--- src/rtl/pci_target_if.sv ---
// pci_target_if: target-side bus pins of one device slot, split into in/out/oe
interface pci_target_if;
  logic        frame_n;
  logic        irdy_n;
  logic        cmd;
  logic [31:0] addr_data_in;
  logic [31:0] addr_data_out;
  logic        addr_data_oe;
  logic        trdy_n;
  logic        devsel_n;
  logic        tgt_oe;
  logic        busy;
  logic        xfer_done;
  modport master (
    output frame_n, irdy_n, cmd, addr_data_in,
    input  addr_data_out, addr_data_oe, trdy_n, devsel_n, tgt_oe, busy, xfer_done
  );
  modport slave (
    input  frame_n, irdy_n, cmd, addr_data_in,
    output addr_data_out, addr_data_oe, trdy_n, devsel_n, tgt_oe, busy, xfer_done
  );
endinterface

--- src/rtl/pci_target_responder.sv ---
// pci_target_responder: claims matching frames and serves burst reads/writes from local memory
module pci_target_responder #(
  parameter logic DEV_SEL_VAL = 1'b0,
  parameter int   MEM_DEPTH   = 16,
  parameter int   WAIT_STATES = 0
) (
  input logic         clk,
  input logic         rst_n,
  pci_target_if.slave bus
);
  localparam int AW = $clog2(MEM_DEPTH);
  typedef enum logic [1:0] {IDLE, TURN, DATA, RELEASE} state_t;
  state_t         state;
  logic           frame_q;
  logic           cmd_r;
  logic [AW-1:0]  idx;
  logic [AW-1:0]  idx_nx;
  logic [2:0]     wait_cnt;
  logic           xfer;
  logic [31:0]    mem [MEM_DEPTH];
  assign xfer   = state == DATA && !bus.irdy_n && !bus.trdy_n;
  assign idx_nx = (idx == AW'(MEM_DEPTH - 1)) ? '0 : idx + 1'b1;
  // bus FSM: decode, turnaround, data phases with optional wait states, release
  always_ff @(posedge clk or negedge rst_n) begin
    if (!rst_n) begin
      state             <= IDLE;
      frame_q           <= 1'b1;
      cmd_r             <= 1'b0;
      idx               <= '0;
      wait_cnt          <= '0;
      bus.trdy_n        <= 1'b1;
      bus.devsel_n      <= 1'b1;
      bus.tgt_oe        <= 1'b0;
      bus.addr_data_oe  <= 1'b0;
      bus.addr_data_out <= '0;
      bus.busy          <= 1'b0;
      bus.xfer_done     <= 1'b0;
    end else begin
      frame_q <= bus.frame_n;
      case (state)
        IDLE: if (!bus.frame_n && frame_q) begin
          idx   <= bus.addr_data_in[AW-1:0];
          cmd_r <= bus.cmd;
          if (bus.addr_data_in[4] == DEV_SEL_VAL) begin
            state    <= TURN;
            bus.busy <= 1'b1;
          end
        end
        TURN: begin
          state        <= DATA;
          bus.tgt_oe   <= 1'b1;
          bus.devsel_n <= 1'b0;
          bus.trdy_n   <= WAIT_STATES != 0;
          wait_cnt     <= 3'(WAIT_STATES);
          if (cmd_r) begin
            bus.addr_data_out <= mem[idx];
            bus.addr_data_oe  <= 1'b1;
          end
        end
        DATA: begin
          if (wait_cnt != 3'd0) begin
            wait_cnt   <= wait_cnt - 1'b1;
            bus.trdy_n <= wait_cnt != 3'd1;
          end
          if (xfer) begin
            idx <= idx_nx;
            if (cmd_r) bus.addr_data_out <= mem[idx_nx];
          end
          if (bus.frame_n && (xfer || bus.irdy_n)) begin
            state            <= RELEASE;
            bus.trdy_n       <= 1'b1;
            bus.devsel_n     <= 1'b1;
            bus.addr_data_oe <= 1'b0;
            bus.xfer_done    <= 1'b1;
          end
        end
        default: begin
          state         <= IDLE;
          bus.tgt_oe    <= 1'b0;
          bus.xfer_done <= 1'b0;
          bus.busy      <= 1'b0;
        end
      endcase
    end
  end
  // local word memory, deliberately not reset so data survives a bus reset
  always_ff @(posedge clk) begin
    if (xfer && !cmd_r) mem[idx] <= bus.addr_data_in;
  end
endmodule

--- src/flat_wrapper.sv ---
// flat-port wrapper written by rule: the top's interface ports become plain ports
module pci_target_responder_flat 
#(
  parameter logic DEV_SEL_VAL = 1'b0,
  parameter int   MEM_DEPTH   = 16,
  parameter int   WAIT_STATES = 0
)
  (clk, rst_n, bus_frame_n, bus_irdy_n, bus_cmd, bus_addr_data_in, bus_addr_data_out, bus_addr_data_oe, bus_trdy_n, bus_devsel_n, bus_tgt_oe, bus_busy, bus_xfer_done);
  pci_target_if bus_i ();
  input logic clk;
  input logic rst_n;
  input wire logic [$bits(bus_i.frame_n)-1:0] bus_frame_n;
  input wire logic [$bits(bus_i.irdy_n)-1:0] bus_irdy_n;
  input wire logic [$bits(bus_i.cmd)-1:0] bus_cmd;
  input wire logic [$bits(bus_i.addr_data_in)-1:0] bus_addr_data_in;
  output wire logic [$bits(bus_i.addr_data_out)-1:0] bus_addr_data_out;
  output wire logic [$bits(bus_i.addr_data_oe)-1:0] bus_addr_data_oe;
  output wire logic [$bits(bus_i.trdy_n)-1:0] bus_trdy_n;
  output wire logic [$bits(bus_i.devsel_n)-1:0] bus_devsel_n;
  output wire logic [$bits(bus_i.tgt_oe)-1:0] bus_tgt_oe;
  output wire logic [$bits(bus_i.busy)-1:0] bus_busy;
  output wire logic [$bits(bus_i.xfer_done)-1:0] bus_xfer_done;
  assign bus_i.frame_n = bus_frame_n;
  assign bus_i.irdy_n = bus_irdy_n;
  assign bus_i.cmd = bus_cmd;
  assign bus_i.addr_data_in = bus_addr_data_in;
  assign bus_addr_data_out = bus_i.addr_data_out;
  assign bus_addr_data_oe = bus_i.addr_data_oe;
  assign bus_trdy_n = bus_i.trdy_n;
  assign bus_devsel_n = bus_i.devsel_n;
  assign bus_tgt_oe = bus_i.tgt_oe;
  assign bus_busy = bus_i.busy;
  assign bus_xfer_done = bus_i.xfer_done;
  pci_target_responder #(.DEV_SEL_VAL(DEV_SEL_VAL), .MEM_DEPTH(MEM_DEPTH), .WAIT_STATES(WAIT_STATES)) u_core (.clk(clk), .rst_n(rst_n), .bus(bus_i));
endmodule
--- config.mk ---
export PLATFORM = sky130hd
export DESIGN_NAME = pci_target_responder_flat
export DESIGN_NICKNAME = d
export VERILOG_FILES = /design/src/rtl/pci_target_if.sv /design/src/rtl/pci_target_responder.sv /design/src/flat_wrapper.sv
export SDC_FILE = /design/constraint.sdc
export NUM_CORES = 1
export LEC_CHECK = 0
export ABC_AREA = 1
export CORE_ASPECT_RATIO = 2
export CORE_UTILIZATION = 57
export DETAILED_ROUTE_END_ITERATION = 6
export PLACE_DENSITY = 0.77
export SYNTH_ARGS = -nofsm -noshare
export SYNTH_HDL_FRONTEND = slang
export SYNTH_SLANG_ARGS = --single-unit
--- constraint.sdc ---
create_clock -name clk -period 4.1 [get_ports clk]
set_clock_uncertainty 0.05 [all_clocks]
set_input_delay 0.82 -clock clk [delete_from_list [all_inputs] [get_ports clk]]
set_output_delay 0.82 -clock clk [all_outputs]
set_load 0.03 [all_outputs]
==> results of run 1 <==
[layout make-up]
| type | count | area, µm² |
|---|---|---|
| sequential | 561 | 16610 |
| timing repair buffer | 131 | 1451 |
| fill | 4184 | 18510 |
| clock buffer | 65 | 1358 |
| inverter | 476 | 1799 |
| clock inverter | 23 | 188.9 |
| multi-input combinational | 2257 | 10210 |
| tap | 654 | 818.3 |
[layer usage]
layer  part of all wire  wire length [µm]  global-route usage  up-vias
met3              0.083              7075             0.04475      367
met4              0.068              5761              0.2326        2
met2               0.50             42850              0.5697     1381
li1                   -                 -                   -    11411
met5            0.00014                12                   0        -
met1               0.34             29280              0.3659    11581
[cell families after synthesis]
family | Yosys count | share of synthesized area
flip-flops | 561 | 0.5643
adder cells (fa/ha/maj) | 11 | 0.004677
AO/OA/AOI/OAI | 223 | 0.04673
AND/OR/NAND/NOR | 2023 | 0.2892
buffers and inverters | 706 | 0.09511
[state kept, by name, summed over array words and instances, names as in the netlist]
name / flops
u_core.mem: 512
u_core.bus.addr_data_out: 32
u_core.idx: 4
u_core.wait_cnt: 3
u_core.state: 2
u_core.bus.addr_data_oe: 1
u_core.bus.busy: 1
u_core.bus.devsel_n: 1
u_core.bus.tgt_oe: 1
u_core.bus.trdy_n: 1
u_core.bus.xfer_done: 1
u_core.cmd_r: 1
u_core.frame_q: 1
[metrics by stage]
stage	utilization	power [W]	hold WS (ns)	area, µm²	setup WS [ns]
6_report	0.6367	0.02390	0.2457	32430	0.9219
5_1_grt	0.6367	0.02528	0.2784	32430	0.6732
4_1_cts	0.6367	0.02374	0.2500	32430	0.9764
3_5_place_dp	0.6063	0.01920	0.4071	30890	0.8205
3_3_place_gp	0.6063	0.01904	0.4089	30890	0.8443
2_1_floorplan	-	0.01532	0.4527	29430	0.1987
[final timing paths]
kind                       cells past startpoint                 from  slack [ns]                      endpoint
max                                           12        u_core.idx[0]        0.92   u_core.bus.addr_data_out[3]
min                                            1                rst_n        0.25  u_core.bus.addr_data_out[29]
max reg2reg                                   12        u_core.idx[0]        0.92   u_core.bus.addr_data_out[3]
min reg2reg                                    2  u_core.bus.devsel_n        0.41           u_core.bus.devsel_n
max in group asynchronous                      2                rst_n        2.75                 u_core.idx[1]
min in group clk                               2  u_core.bus.devsel_n        0.41           u_core.bus.devsel_n
[cell usage after synthesis (11+ instances only)]
master    instances
o211ai_1        100
buf_1            33
buf_4            16
clkbuf_1        115
o21ai_0          87
dfrtp_1          46
inv_1           471
a21oi_1          23
buf_2            65
nand2_1        1220
nor2_1           97
edfxtp_1        512
nand3_1         685
ha_1             11
[critical path, stage by stage, from the launching register on]
cell and delay (ns):
dfrtp_4 0.82, ha_1 0.34, nand3_4 0.12, nand2_4 0.14
buf_4 0.74, nand2_1 0.11, o21ai_0 0.11, nand2_1 0.08
nand3_1 0.12, nand2_1 0.06, nand2_1 0.05, nand3_1 0.21
nand2_1 0.11
[power breakdown]
group	internal (W)	switching (W)	total (W)
combinational	0.00370	0.00875	0.0125
sequential	0.00655	0.000316	0.00687
clock	0.00247	0.00212	0.00458
total	0.0127	0.0112	0.0239
==> impl_metrics.json, run 1 <==
{
  "status": "finished, violations left",
  "failed_checks": "DRC",
  "htreeDepth": 2,
  "rsz0062_at_grt": "false",
  "initialDrtViolationCount": 2399,
  "timing.fmax_mhz": 314.7,
  "period_share": 0.7751,
  "syn-num-nets": 3572,
  "viasPerCell": 5.938,
  "final_antenna_net_count": 0,
  "die_x_um": 162.7,
  "cp_max_fo": 100,
  "hold_viol_final": 0,
  "yosysUniqueCellTypes": 29,
  "io_pins": 75,
  "p_leak_nw": 14.05,
  "cts_tree": "done",
  "layout_min_cycle_time_ns": 3.178,
  "wl_per_cell_um": 20.39,
  "start_kind": "register",
  "ys_seq_area_frac": 0.5643,
  "timing.setup.tns_ns": 0,
  "ys_ff_latch": 561,
  "port_buffers": 74,
  "synth_largest_area_cell": "edfxtp_1",
  "yosys-top-cells-area": "edfxtp_1 52%, nand2_1 16%, nand3_1 12%",
  "synth_edf_count": 512,
  "grt_antenna_before_repair": 1,
  "core_mm2": 0.05094,
  "antenna_cells": 0,
  "worst_pin_slew_ns": 1.045,
  "stdcell_count": 4167,
  "async_flop_share": 0.08734,
  "postCtsSetupRepairBufs": 0,
  "setup_viol": 0,
  "clk_latency_ns": 0.60,
  "synth_area_mm2": 0.02943,
  "initial_utilization": 0.5776,
  "ir_drop_uv": 896.3,
  "placed_cells": 4079,
  "cts-root-buf": "clkbuf_16",
  "avgSynthCellArea_um2": 8.350,
  "endpoint_kind": "register",
  "numCtsBuffers": 48,
  "dieArea_mm2": 0.05259,
  "drt-pass1-iter-count": 7,
  "required_ns": 4.58,
  "ys_warn_count": 0,
  "grt_max_degree": 178,
  "nNetsFinal": 3523,
  "die_y_um": 323.3,
  "maxSlewHeadroom": 0.3030,
  "layout-drive-gt1-share": 0.04839,
  "via_count": 24742,
  "finalWirelength_mm": 84.98,
  "cts_resized": 0,
  "grt_usage": 0.3271,
  "final_common_cell": "nand2_1",
  "area_delta_synth_final_pct": 10.22,
  "synth_top_area_frac": 0.5225,
  "yosys_most_used_dff": "edfxtp_1",
  "crit_type": "register to register",
  "maxCapViolations": 0,
  "route.detailed.drc": 1,
  "drv_slew": 0,
  "syn_inst": 3524,
  "grt_pass1_vias": 23994,
  "dp_hpwl_mm": 46.21,
  "clockBufferDepth": 3,
  "grt-ovfl-total": 0,
  "postCtsHoldBufs": 0,
  "core.rowCount": 117,
  "powerDensity_mw_per_mm2": 736.7,
  "gp_congestion": 0.8489,
  "clk_pin_slew_ns": 0.07,
  "cts_sinks": 561,
  "crit_arrival_ns": 3.66,
  "grt_pass1_wl_mm": 130.0,
  "layout_common_cells": "1218 x nand2_1, 685 x nand3_1, 512 x edfxtp_1",
  "hold_class": "primary input to async pin"
}
Power figures use the tool's default switching activity.
==> run 2: changes to the inputs <==
- CORE_UTILIZATION: 57 -> 60
- PLACE_DENSITY: 0.77 -> 0.78
- clock period: 4.1 -> 3.1 ns (I/O delays scaled with it)
==> run 2 against run 1 <==
Against the previous run:
- the run now ends clean
- worst hold slack worse by 0.15 ns
- highest routed layer is now met4
- final area up 1.0%
- fmax rose by 16%
- sequential share of layout area down 0.50 points
- global-route usage grew 3.4 points
- core utilization is 4.1 points higher
- largest cell class unchanged
- sequential cell count unchanged
- non-clock buffer count up 12
- sequential power rose by 31%
- power grew 36%
==> impl_metrics.json, run 2 (synthesis results as in run 1) <==
{
  "fin_ws_ns": 0.3702,
  "worst_pin_slew_ns": 1.192,
  "top_register": "u_core.mem",
  "cts-root-buf": "clkbuf_16",
  "grt-ovfl-total": 0,
  "fillers": 3710,
  "ir_drop_uv": 1554,
  "period_share": 0.8806,
  "hold_class": "primary input to async pin",
  "regToRegEndpoint": "u_core.bus.addr_data_out[19]",
  "sequentialPowerShare": 0.278,
  "status": "completed",
  "layout-drive-gt1-share": 0.05251,
  "p_int_w": 0.01756,
  "setup_viol": 0,
  "grt_usage": 0.3610,
  "start_kind": "register",
  "largest_reg_flops": 512,
  "critical_path.cell_chain": "buf_4 > nand2_1 > nand2_1 > nand2_1 > nand3_1 > nand2_1 > inv_2 > nand3_1 > nand2_1 > nor2_1 > nor2_1",
  "cts_tree": "done",
  "cp_max_fo": 34,
  "area_delta_synth_final_pct": 11.32,
  "preCtsSetupSlack_ns": 0.3492,
  "dp_hpwl_mm": 48.91,
  "final_common_cell": "nand2_1",
  "p_leak_nw": 14.23,
  "via_count": 25245,
  "grt_max_degree": 195,
  "numCtsBuffers": 48,
  "layout_common_cells": "1218 x nand2_1, 685 x nand3_1, 512 x edfxtp_1",
  "drv_slew": 0,
  "htreeDepth": 2,
  "largestRegisters": "u_core.mem (512), u_core.bus.addr_data_out (32), u_core.idx (4)",
  "r2r-start": "u_core.idx[1]",
  "die_y_um": 315.2,
  "powerDensity_mw_per_mm2": 990.0,
  "initialDrtViolationCount": 3099,
  "r2r_slack_ns": 0.37,
  "dieArea_mm2": 0.04999,
  "core.rowCount": 114,
  "io_pins": 75,
  "switchingPower_w": 0.01487,
  "drt-pass1-iter-count": 7,
  "nNetsFinal": 3535,
  "clkPwrFrac": 0.206,
  "die_x_um": 158.6,
  "crit_slowest_cell": "inv_2",
  "postCtsHoldBufs": 0,
  "crit_type": "register to register",
  "grt_antenna_before_repair": 1,
  "grt_pass1_vias": 24978,
  "wl_per_cell_um": 21.11,
  "stdcell_count": 4162,
  "power_frac_comb": 0.516,
  "required_ns": 3.58,
  "maxCapViolations": 0,
  "timing.setup.tns_ns": 0,
  "endpoint_kind": "register",
  "final_antenna_net_count": 0,
  "postCtsSetupRepairBufs": 0,
  "clk_pin_slew_ns": 0.07,
  "crit_arrival_ns": 3.21,
  "cts_sinks": 561,
  "swShare": 0.4584,
  "rsz0062_at_grt": "false",
  "viasPerCell": 6.066,
  "cts_resized": 0,
  "r2r_cells": 11,
  "port_buffers": 74,
  "slowest_delay_ns": 0.69,
  "placed_cells": 4075,
  "gp_congestion": 0.8911,
  "initial_utilization": 0.6086,
  "core_mm2": 0.04835,
  "clockBufferDepth": 3,
  "clk_latency_ns": 0.59,
  "cp_common_cell": "nand2_1",
  "layout_min_cycle_time_ns": 2.730,
  "maxSlewHeadroom": 0.2051,
  "route.detailed.drc": 0,
  "grt_pass1_wl_mm": 134.9,
  "finalWirelength_mm": 87.84,
  "timing.fmax_mhz": 366.3,
  "hold_viol_final": 0
}
-- run 2: worst max path at each step --
stage                               start                           end  slack [ns]  cells after the start
after global placement         bus_irdy_n             u_core.mem[8][11]        0.39                      7
after floorplan           u_core.state[0]             u_core.mem[11][0]       -0.80                      7
final                       u_core.idx[1]  u_core.bus.addr_data_out[19]        0.37                     11
after global routing        u_core.idx[0]  u_core.bus.addr_data_out[30]        0.22                     12
after detailed placement       bus_irdy_n              u_core.mem[8][9]        0.35                      7
after CTS                   u_core.idx[1]  u_core.bus.addr_data_out[20]        0.45                     11
-- run 2: cell type report --
type | instances | area (µm²) | area share
sequential | 561 | 16610 | 0.5071
multi-input combinational | 2257 | 10200 | 0.3114
timing repair buffer | 143 | 1629 | 0.04973
clock inverter | 32 | 449.2 | 0.01371
antenna | 1 | 2.502 | 0.00007639
clock buffer | 54 | 1265 | 0.03862
inverter | 476 | 1799 | 0.05493
tap | 638 | 798.3 | 0.02437
-- run 2: through the flow --
| step | hold slack, ns | instance area (µm²) | util | total power (W) |
|---|---|---|---|---|
| after floorplan | 0.2744 | 29440 | - | 0.02026 |
| after global placement | 0.4137 | 31040 | 0.6420 | 0.02518 |
| after detailed placement | 0.4199 | 31040 | 0.6420 | 0.02550 |
| after CTS | 0.09531 | 32760 | 0.6774 | 0.03212 |
| after global routing | 0.1291 | 32760 | 0.6775 | 0.03412 |
| final | 0.09704 | 32760 | 0.6775 | 0.03243 |
-- run 2: power groups by stage --
stage               clock, W  combinational, W  sequential (W)
floorplan                  0            0.0108         0.00946
global placement           0            0.0160         0.00917
detailed placement         0            0.0163         0.00918
CTS                  0.00669            0.0164         0.00902
global route         0.00697            0.0181         0.00903
finish               0.00666            0.0167         0.00902
-- run 2: worst max-delay path: cells and delay by family (launching register included) --
kind          cells  cell delay (ns)
flops             1             0.46
buf+inv           2             1.15
simple gates      9             0.91
-- run 2: layer usage --
metal / up-vias / share of wire / GRT usage
li1: 11434 / - / -
met1: 11795 / 0.34 / 0.4193
met2: 1632 / 0.50 / 0.6094
met3: 384 / 0.099 / 0.05196
met4: 0 / 0.069 / 0.2500
met5: - / 0 / 0
